**src/rtl/muxn_scan_en.sv**
```systemverilog
// muxn_scan_en -- registered N-channel, W-bit selector with enable.
//
// Purpose:
//   Selects one of NCH packed input channels and registers it with one cycle of
//   latency. There are two select modes:
//     manual (mode=0) : the channel comes from the select input.
//     scan   (mode=1) : the channel advances round-robin, dwelling DWELL cycles
//                       on each channel.
//   cur_sel and scan_wrap tag each output sample for the monitor/readout path.
//
// Ports:
//   clk        in   1        rising-edge clock
//   rst_n      in   1        asynchronous active-low reset
//   en         in   1        block enable
//   mode       in   1        0 = manual select, 1 = scan
//   select     in   SELW     manual channel index
//   d          in   NCH*W    packed inputs; channel k = d[k*W +: W]
//   q          out  W        registered selected data
//   q_valid    out  1        q holds a valid sample
//   cur_sel    out  SELW     channel index that produced the current q
//   scan_wrap  out  1        one-cycle tag on the first channel-0 sample after a wrap
//   sel_err    out  1        out-of-range manual select was sampled (sticky)
//
// Configuration macro:
//   MUXN_HOLD_EN  defined   : en=0 holds q and cur_sel, q_valid drops.
//                 undefined : en=0 clears q and q_valid, cur_sel holds.
module muxn_scan_en #(
   parameter  int NCH   = 4,
   parameter  int W     = 8,
   parameter  int DWELL = 4,
   localparam int SELW  = $clog2(NCH)
) (
   input  logic                clk,
   input  logic                rst_n,
   input  logic                en,
   input  logic                mode,
   input  logic [SELW-1:0]     select,
   input  logic [NCH*W-1:0]    d,
   output logic [W-1:0]        q,
   output logic                q_valid,
   output logic [SELW-1:0]     cur_sel,
   output logic                scan_wrap,
   output logic                sel_err
);

   localparam int              CW       = (DWELL > 1) ? $clog2(DWELL) : 1;
   localparam logic [SELW-1:0] LAST_CH  = SELW'(NCH - 1);
   localparam logic [CW-1:0]   LAST_CNT = CW'(DWELL - 1);
   localparam logic [SELW:0]   NCH_X    = (SELW + 1)'(NCH);

   // Unpack the channel bus.
   logic [W-1:0] ch [NCH];
   generate
      for (genvar gi = 0; gi < NCH; gi++) begin : g_ch
         assign ch[gi] = d[gi*W +: W];
      end
   endgenerate

   logic [W-1:0]    q_reg,           q_next;
   logic            q_valid_reg,     q_valid_next;
   logic [SELW-1:0] cur_sel_reg,     cur_sel_next;
   logic            scan_wrap_reg,   scan_wrap_next;
   logic            sel_err_reg,     sel_err_next;
   logic [SELW-1:0] ptr_reg,         ptr_next;
   logic [CW-1:0]   cnt_reg,         cnt_next;
   // Set while the last enabled edge was a scan edge; a clear flag on a scan
   // edge marks manual->scan entry.
   logic            scan_active_reg, scan_active_next;
   // The pointer wrapped on the previous scan advance; the next scan sample
   // (channel 0) carries the scan_wrap tag.
   logic            wrap_pend_reg,   wrap_pend_next;

   logic [SELW-1:0] ptr_eff;
   logic [SELW-1:0] ptr_inc;
   logic [CW-1:0]   cnt_eff;
   logic [SELW-1:0] eff;
   logic [W-1:0]    eff_data;
   logic            sel_ok;

   always_comb begin
      // On manual->scan entry the scan starts on the channel last shown, with
      // a fresh dwell, so that channel gets a full DWELL.
      ptr_eff  = scan_active_reg ? ptr_reg : cur_sel_reg;
      cnt_eff  = scan_active_reg ? cnt_reg : '0;
      ptr_inc  = (ptr_eff == LAST_CH) ? '0 : ptr_eff + 1'b1;
      sel_ok   = ({1'b0, select} < NCH_X);
      eff      = mode ? ptr_eff : select;
      eff_data = '0;
      for (int k = 0; k < NCH; k++) begin
         if (eff == SELW'(k)) eff_data = ch[k];
      end
   end

   always_comb begin
      q_next           = q_reg;
      q_valid_next     = q_valid_reg;
      cur_sel_next     = cur_sel_reg;
      scan_wrap_next   = 1'b0;
      sel_err_next     = sel_err_reg;
      ptr_next         = ptr_reg;
      cnt_next         = cnt_reg;
      scan_active_next = scan_active_reg;
      wrap_pend_next   = wrap_pend_reg;

      if (en) begin
         if (mode) begin
            q_next           = eff_data;
            q_valid_next     = 1'b1;
            cur_sel_next     = ptr_eff;
            scan_active_next = 1'b1;
            scan_wrap_next   = wrap_pend_reg;
            if (cnt_eff == LAST_CNT) begin
               cnt_next       = '0;
               ptr_next       = ptr_inc;
               wrap_pend_next = (ptr_eff == LAST_CH);
            end else begin
               cnt_next       = cnt_eff + 1'b1;
               ptr_next       = ptr_eff;
               wrap_pend_next = 1'b0;
            end
         end else begin
            cnt_next         = '0;
            scan_active_next = 1'b0;
            wrap_pend_next   = 1'b0;
            if (sel_ok) begin
               q_next       = eff_data;
               q_valid_next = 1'b1;
               cur_sel_next = select;
            end else begin
               q_next       = '0;
               q_valid_next = 1'b0;
               sel_err_next = 1'b1;
            end
         end
      end else begin
         q_valid_next = 1'b0;
`ifdef MUXN_HOLD_EN
         q_next       = q_reg;
`else
         q_next       = '0;
`endif
      end
   end

   always_ff @(posedge clk or negedge rst_n) begin
      if (!rst_n) begin
         q_reg           <= '0;
         q_valid_reg     <= 1'b0;
         cur_sel_reg     <= '0;
         scan_wrap_reg   <= 1'b0;
         sel_err_reg     <= 1'b0;
         ptr_reg         <= '0;
         cnt_reg         <= '0;
         scan_active_reg <= 1'b0;
         wrap_pend_reg   <= 1'b0;
      end else begin
         q_reg           <= q_next;
         q_valid_reg     <= q_valid_next;
         cur_sel_reg     <= cur_sel_next;
         scan_wrap_reg   <= scan_wrap_next;
         sel_err_reg     <= sel_err_next;
         ptr_reg         <= ptr_next;
         cnt_reg         <= cnt_next;
         scan_active_reg <= scan_active_next;
         wrap_pend_reg   <= wrap_pend_next;
      end
   end

   assign q         = q_reg;
   assign q_valid   = q_valid_reg;
   assign cur_sel   = cur_sel_reg;
   assign scan_wrap = scan_wrap_reg;
   assign sel_err   = sel_err_reg;

endmodule
```
**config.mk**
```make
export PLATFORM = sky130hd
export DESIGN_NAME = muxn_scan_en
export DESIGN_NICKNAME = d
export VERILOG_FILES = /design/src/rtl/muxn_scan_en.sv
export SDC_FILE = /design/constraint.sdc
export NUM_CORES = 1
export LEC_CHECK = 0
export CORE_MARGIN = 2
export CORE_UTILIZATION = 43
export CTS_BUF_LIST = sky130_fd_sc_hd__clkbuf_2 sky130_fd_sc_hd__clkbuf_4 sky130_fd_sc_hd__clkbuf_8
export CTS_CLUSTER_SIZE = 20
export DETAILED_ROUTE_END_ITERATION = 10
export MAX_ROUTING_LAYER = met4
export PLACE_DENSITY = 0.87
export SLEW_MARGIN = 20
export SYNTH_ARGS = -nofsm -noshare
export SYNTH_HDL_FRONTEND = slang
export SYNTH_SLANG_ARGS = --single-unit
```
**constraint.sdc**
```tcl
create_clock -name clk -period 5.4 [get_ports clk]
set_clock_uncertainty 0.2 [all_clocks]
set_input_delay 1.62 -clock clk [delete_from_list [all_inputs] [get_ports clk]]
set_output_delay 1.62 -clock clk [all_outputs]
set_load 0.01 [all_outputs]
```
# Word level (Yosys, flattened, before mapping)
# Cells that the tools add are included.
[word_totals] latch_bits=0 romBits=0 memories=0 register_bits=18 word_cells=35 ramBits=0 in_bits=38
[classes] n_lt_le_gt_ge=0 n_div=0 mux=18 mul=0 bitwise=0 add_sub_neg=2 n_reduce_logical=2 eq_ne=5 n_shift=0
[ops] cell="$mux W8" n=5
[ops] cell="$mux W2" n=7
[ops] cell="$eq A2 B2 Y1 const B" n=4
[ops] cell="$mux W1" n=6
[ops] cell="$add A2 B1 Y2 const B" n=2
[ops] cell="$eq A2 B1 Y1 const B" n=1
[ops] cell="$logic_not A2 Y1" n=1
[ops] cell="$reduce_and A2 Y1" n=1

# Longest topological paths before layout
[depth] ltp_word=8 mapped_depth=6

# Least setup slack after synthesis
# OpenSTA, ideal clock, no wires.
[synth_path] path_type="input -> register" startpoint="input mode" endpoint="register q_reg[0] (netlist: q[0])" path_buffers=2 path_stages=5 arrival_ns=2.635 t_required_ns=5.067 slack_ns=2.432 path_cell_list="buf_2 -> mux2i_4 -> buf_8 -> mux2i_1 -> o22ai_1"
[synth_via] elab_chain_cells=7 elab_cells_between_ends=10
[synth_rtl] element="start, declared" line_no="36" text="input logic mode,"
[synth_rtl] element="$mux W2 (*)" line_no="87" text="eff = mode ? ptr_eff : select;"
[synth_rtl] element="$logic_not A2 Y1" line_no="90" text="if (eff == SELW'(k)) eff_data = ch[k];"
[synth_rtl] element="$mux W8 (3 in a row)" line_no="90"
[synth_rtl] element="$mux W8 (*)" line_no="90"
[synth_rtl] element="$mux W8 (*)" line_no="105" text="if (en) begin"
[synth_rtl] element="via q_next[0]" line_no="59" text="logic [W-1:0] q_reg, q_next;"
[synth_rtl] element="end signal, assigned" line_no="157" text="q_reg <= q_next;"
[synth_rtl] element="end, declared" line_no="59"
# Mark *: on every way through the listed nets, which the timed path passes. The rest lies on a longest branch.
# A chain may end at the register's enable or synchronous reset.

# Final worst setup path
[layout_path] startpoint="input mode" endpoint="register q_reg[4] (netlist: q[4])"
# Same word-level chain as after synthesis.

==> results.json <==
{
  "status": "finished, final reports clean",
  "hpwl_mm": 1.79,
  "period_share": 0.639,
  "synth_cell_type_count": 28,
  "syn_area_um2": 967,
  "synth_mux_area_frac": 0.226,
  "synth_top_family_by_area": "multiplexers",
  "multi_input_area_um2": 470,
  "clock-sinks": 18,
  "final_cell_area_um2": 1500,
  "finalWirelength_mm": 2.23,
  "fmax_mhz": 290,
  "synth_compound_gate_area_share": 0.146,
  "mostFrequentLayoutCell": "clkdlybuf4s50_1",
  "cts_tree": "done",
  "synth_warnings": 0,
  "holdWs_ns": 0.294,
  "pin_count": 51,
  "die_w_um": 51.4,
  "grt_pass1_wl_mm": 3.73,
  "grt_overflow": 0,
  "vias": 862,
  "crit_type": "in -> reg",
  "finalSetupTns_ns": 0,
  "ys_seq_area_frac": 0.466,
  "grt_max_degree": 19,
  "most-common-layout-cells": "clkdlybuf4s50_1, dfrtp_1, mux2i_1",
  "start_util": 0.446,
  "syn-num-nets": 126,
  "synth_simple_gate_area_frac": 0.0841,
  "drc": 0,
  "portBuffers": 49,
  "synth_top_area_cell": "dfrtp_1",
  "regToRegSetupSlack_ns": 3.30,
  "htreeDepth": 1,
  "place.gp.congestion": 0.805,
  "grt_usage": 0.200,
  "p_seq_frac": 0.420,
  "maxCapViolations": 0,
  "clk_pin_slew_ns": 0.11,
  "worstReg2RegEnd": "q[4]$_DFF_PN0_",
  "synth.avg_cell_area_um2": 11.2,
  "rows": 17,
  "yosys.area_share.adder": 0.0259,
  "clock_path_buffers": 2,
  "tightest_slew_ns": 0.785,
  "critPathLaunchType": "input pin",
  "setup-violations-final": 0,
  "r2r_start": "scan_active_reg$_DFFE_PN0P_",
  "wl_per_cell_um": 13.6,
  "clkLatencyLatePin_ns": 0.30,
  "max_slew_margin": 0.475,
  "worst-r2r-cell-count": 4,
  "end_kind": "register",
  "largest_reg_flops": 8,
  "drt_iter0_drc": 11,
  "place_area_um2": 1470,
  "intPower_uw": 273,
  "critical_path.endpoint": "q[4]$_DFF_PN0_",
  "antenna_found_initial": 0,
  "area_delta_synth_final_pct": 55.2,
  "drive_above_1_share": 0.0809,
  "regArea_um2": 450,
  "p_sw_frac": 0.286,
  "ys_top_cells_by_area": "dfrtp_1, mux2i_1, o22ai_1",
  "combPwrFrac": 0.360,
  "cts-hold-fix-buffers": 0,
  "pwr-share-clk": 0.220,
  "vdd_drop_max_mv": 0.184,
  "synth_top_area_share": 0.466,
  "fill_cells": 172,
  "num-nets-final": 177,
  "ys_ff_latch": 18,
  "min_path_type": "reg -> reg",
  "p_switching_uw": 109,
  "cts_resized": 0,
  "rsz0062_at_grt": "no",
  "synth-xor-area-share": 0,
  "cts_setup_buffers": 0,
  "cp.required_ns": 5.37,
  "crit_fanout": 17,
  "diodes": 0,
  "core-area_um2": 2170,
  "root_buffer": "clkbuf_4",
  "die_h_um": 51.4,
  "syn_inst": 86,
  "power_density_nw_per_um2": 255,
  "p_total_uw": 383,
  "grt_pass1_vias": 875,
  "detail-route-antenna-nets": 0,
  "viasPerCell": 5.26,
  "hold_viol_final": 0,
  "leakage_uw": 0.000686,
  "cts_buffers": 3,
  "slew_viol_final": 0,
  "cp.arrival_ns": 3.42,
  "die_area_um2": 2640,
  "drt_first_pass_iters": 4,
  "layout_min_cycle_time_ns": 3.45,
  "critPathLaunch": "mode",
  "hold_path.startpoint": "cnt_reg[1]$_DFFE_PN0P_"
}
-- cell type report --
class	count	share of cell area
Timing Repair Buffer	49	0.327
Multi-Input combinational cell	60	0.313
Sequential cell	18	0.300
Clock buffer	4	0.0242
Tap cell	28	0.0233
Inverter	5	0.0125
-- synthesized netlist by cell type (all sizes together) --
master,instances
buf,3
a21o,1
o21ai,4
mux2,2
ha,2
nand2b,1
mux2i,18
a211oi,2
o22ai,7
conb,1
o2bb2ai,3
a21oi,1
dfrtp,18
a2111oi,1
and2,2
nor2,1
inv,5
and3,1
a31o,1
nand3,1
a31oi,1
nor2b,2
or2,1
nand2,7
-- metal layers --
layer	GRT usage	vias up	routed length, um
met3	0.0673	4	224
li1	-	412	-
met4	0.0789	0	34
met1	0.213	407	846
met5	-	-	0
met2	0.340	39	1120
-- how the worst min path moves through the flow --
stage | end | slack [ns] | cells after the start
after floorplan | cnt_reg[0]$_DFFE_PN0P_ | 0.25 | 1
after global placement | cnt_reg[1]$_DFFE_PN0P_ | 0.26 | 1
after detailed placement | cnt_reg[1]$_DFFE_PN0P_ | 0.27 | 1
after CTS | cnt_reg[1]$_DFFE_PN0P_ | 0.30 | 1
after global routing | cnt_reg[1]$_DFFE_PN0P_ | 0.33 | 1
final | cnt_reg[1]$_DFFE_PN0P_ | 0.29 | 1
-- through the flow --
| stage | utilization | setup slack, ns | std cells |
|---|---|---|---|
| floorplan | - | 2.43 | 86 |
| global placement | 0.675 | 1.73 | 160 |
| detailed placement | 0.675 | 1.64 | 160 |
| CTS | 0.692 | 1.96 | 164 |
| global route | 0.692 | 1.85 | 164 |
| finish | 0.692 | 1.95 | 164 |
-- kinds of logic after synthesis --
| family | Yosys count |
|---|---|
| mux | 20 |
| simple gates | 16 |
| fa+ha+maj | 2 |
| flops | 18 |
| compound gates | 21 |
| other cells | 1 |
| buf+inv | 8 |
-- power by group through the flow --
stage                     sequential (uW)  clock, uW  combinational (uW)
after detailed placement              164          0                 138
after CTS                             161       86.5                 139
after floorplan                       168          0                72.2
final                                 161       84.1                 138
after global placement                163          0                 134
after global routing                  163       93.4                 150
-- worst max-delay path: stages --
cell	delay, ns
clkdlybuf4s50_1	0.70
mux2i_4	0.71
mux2i_1	0.28
o22ai_1	0.11
Note: power is estimated with default switching activity, not from simulation.
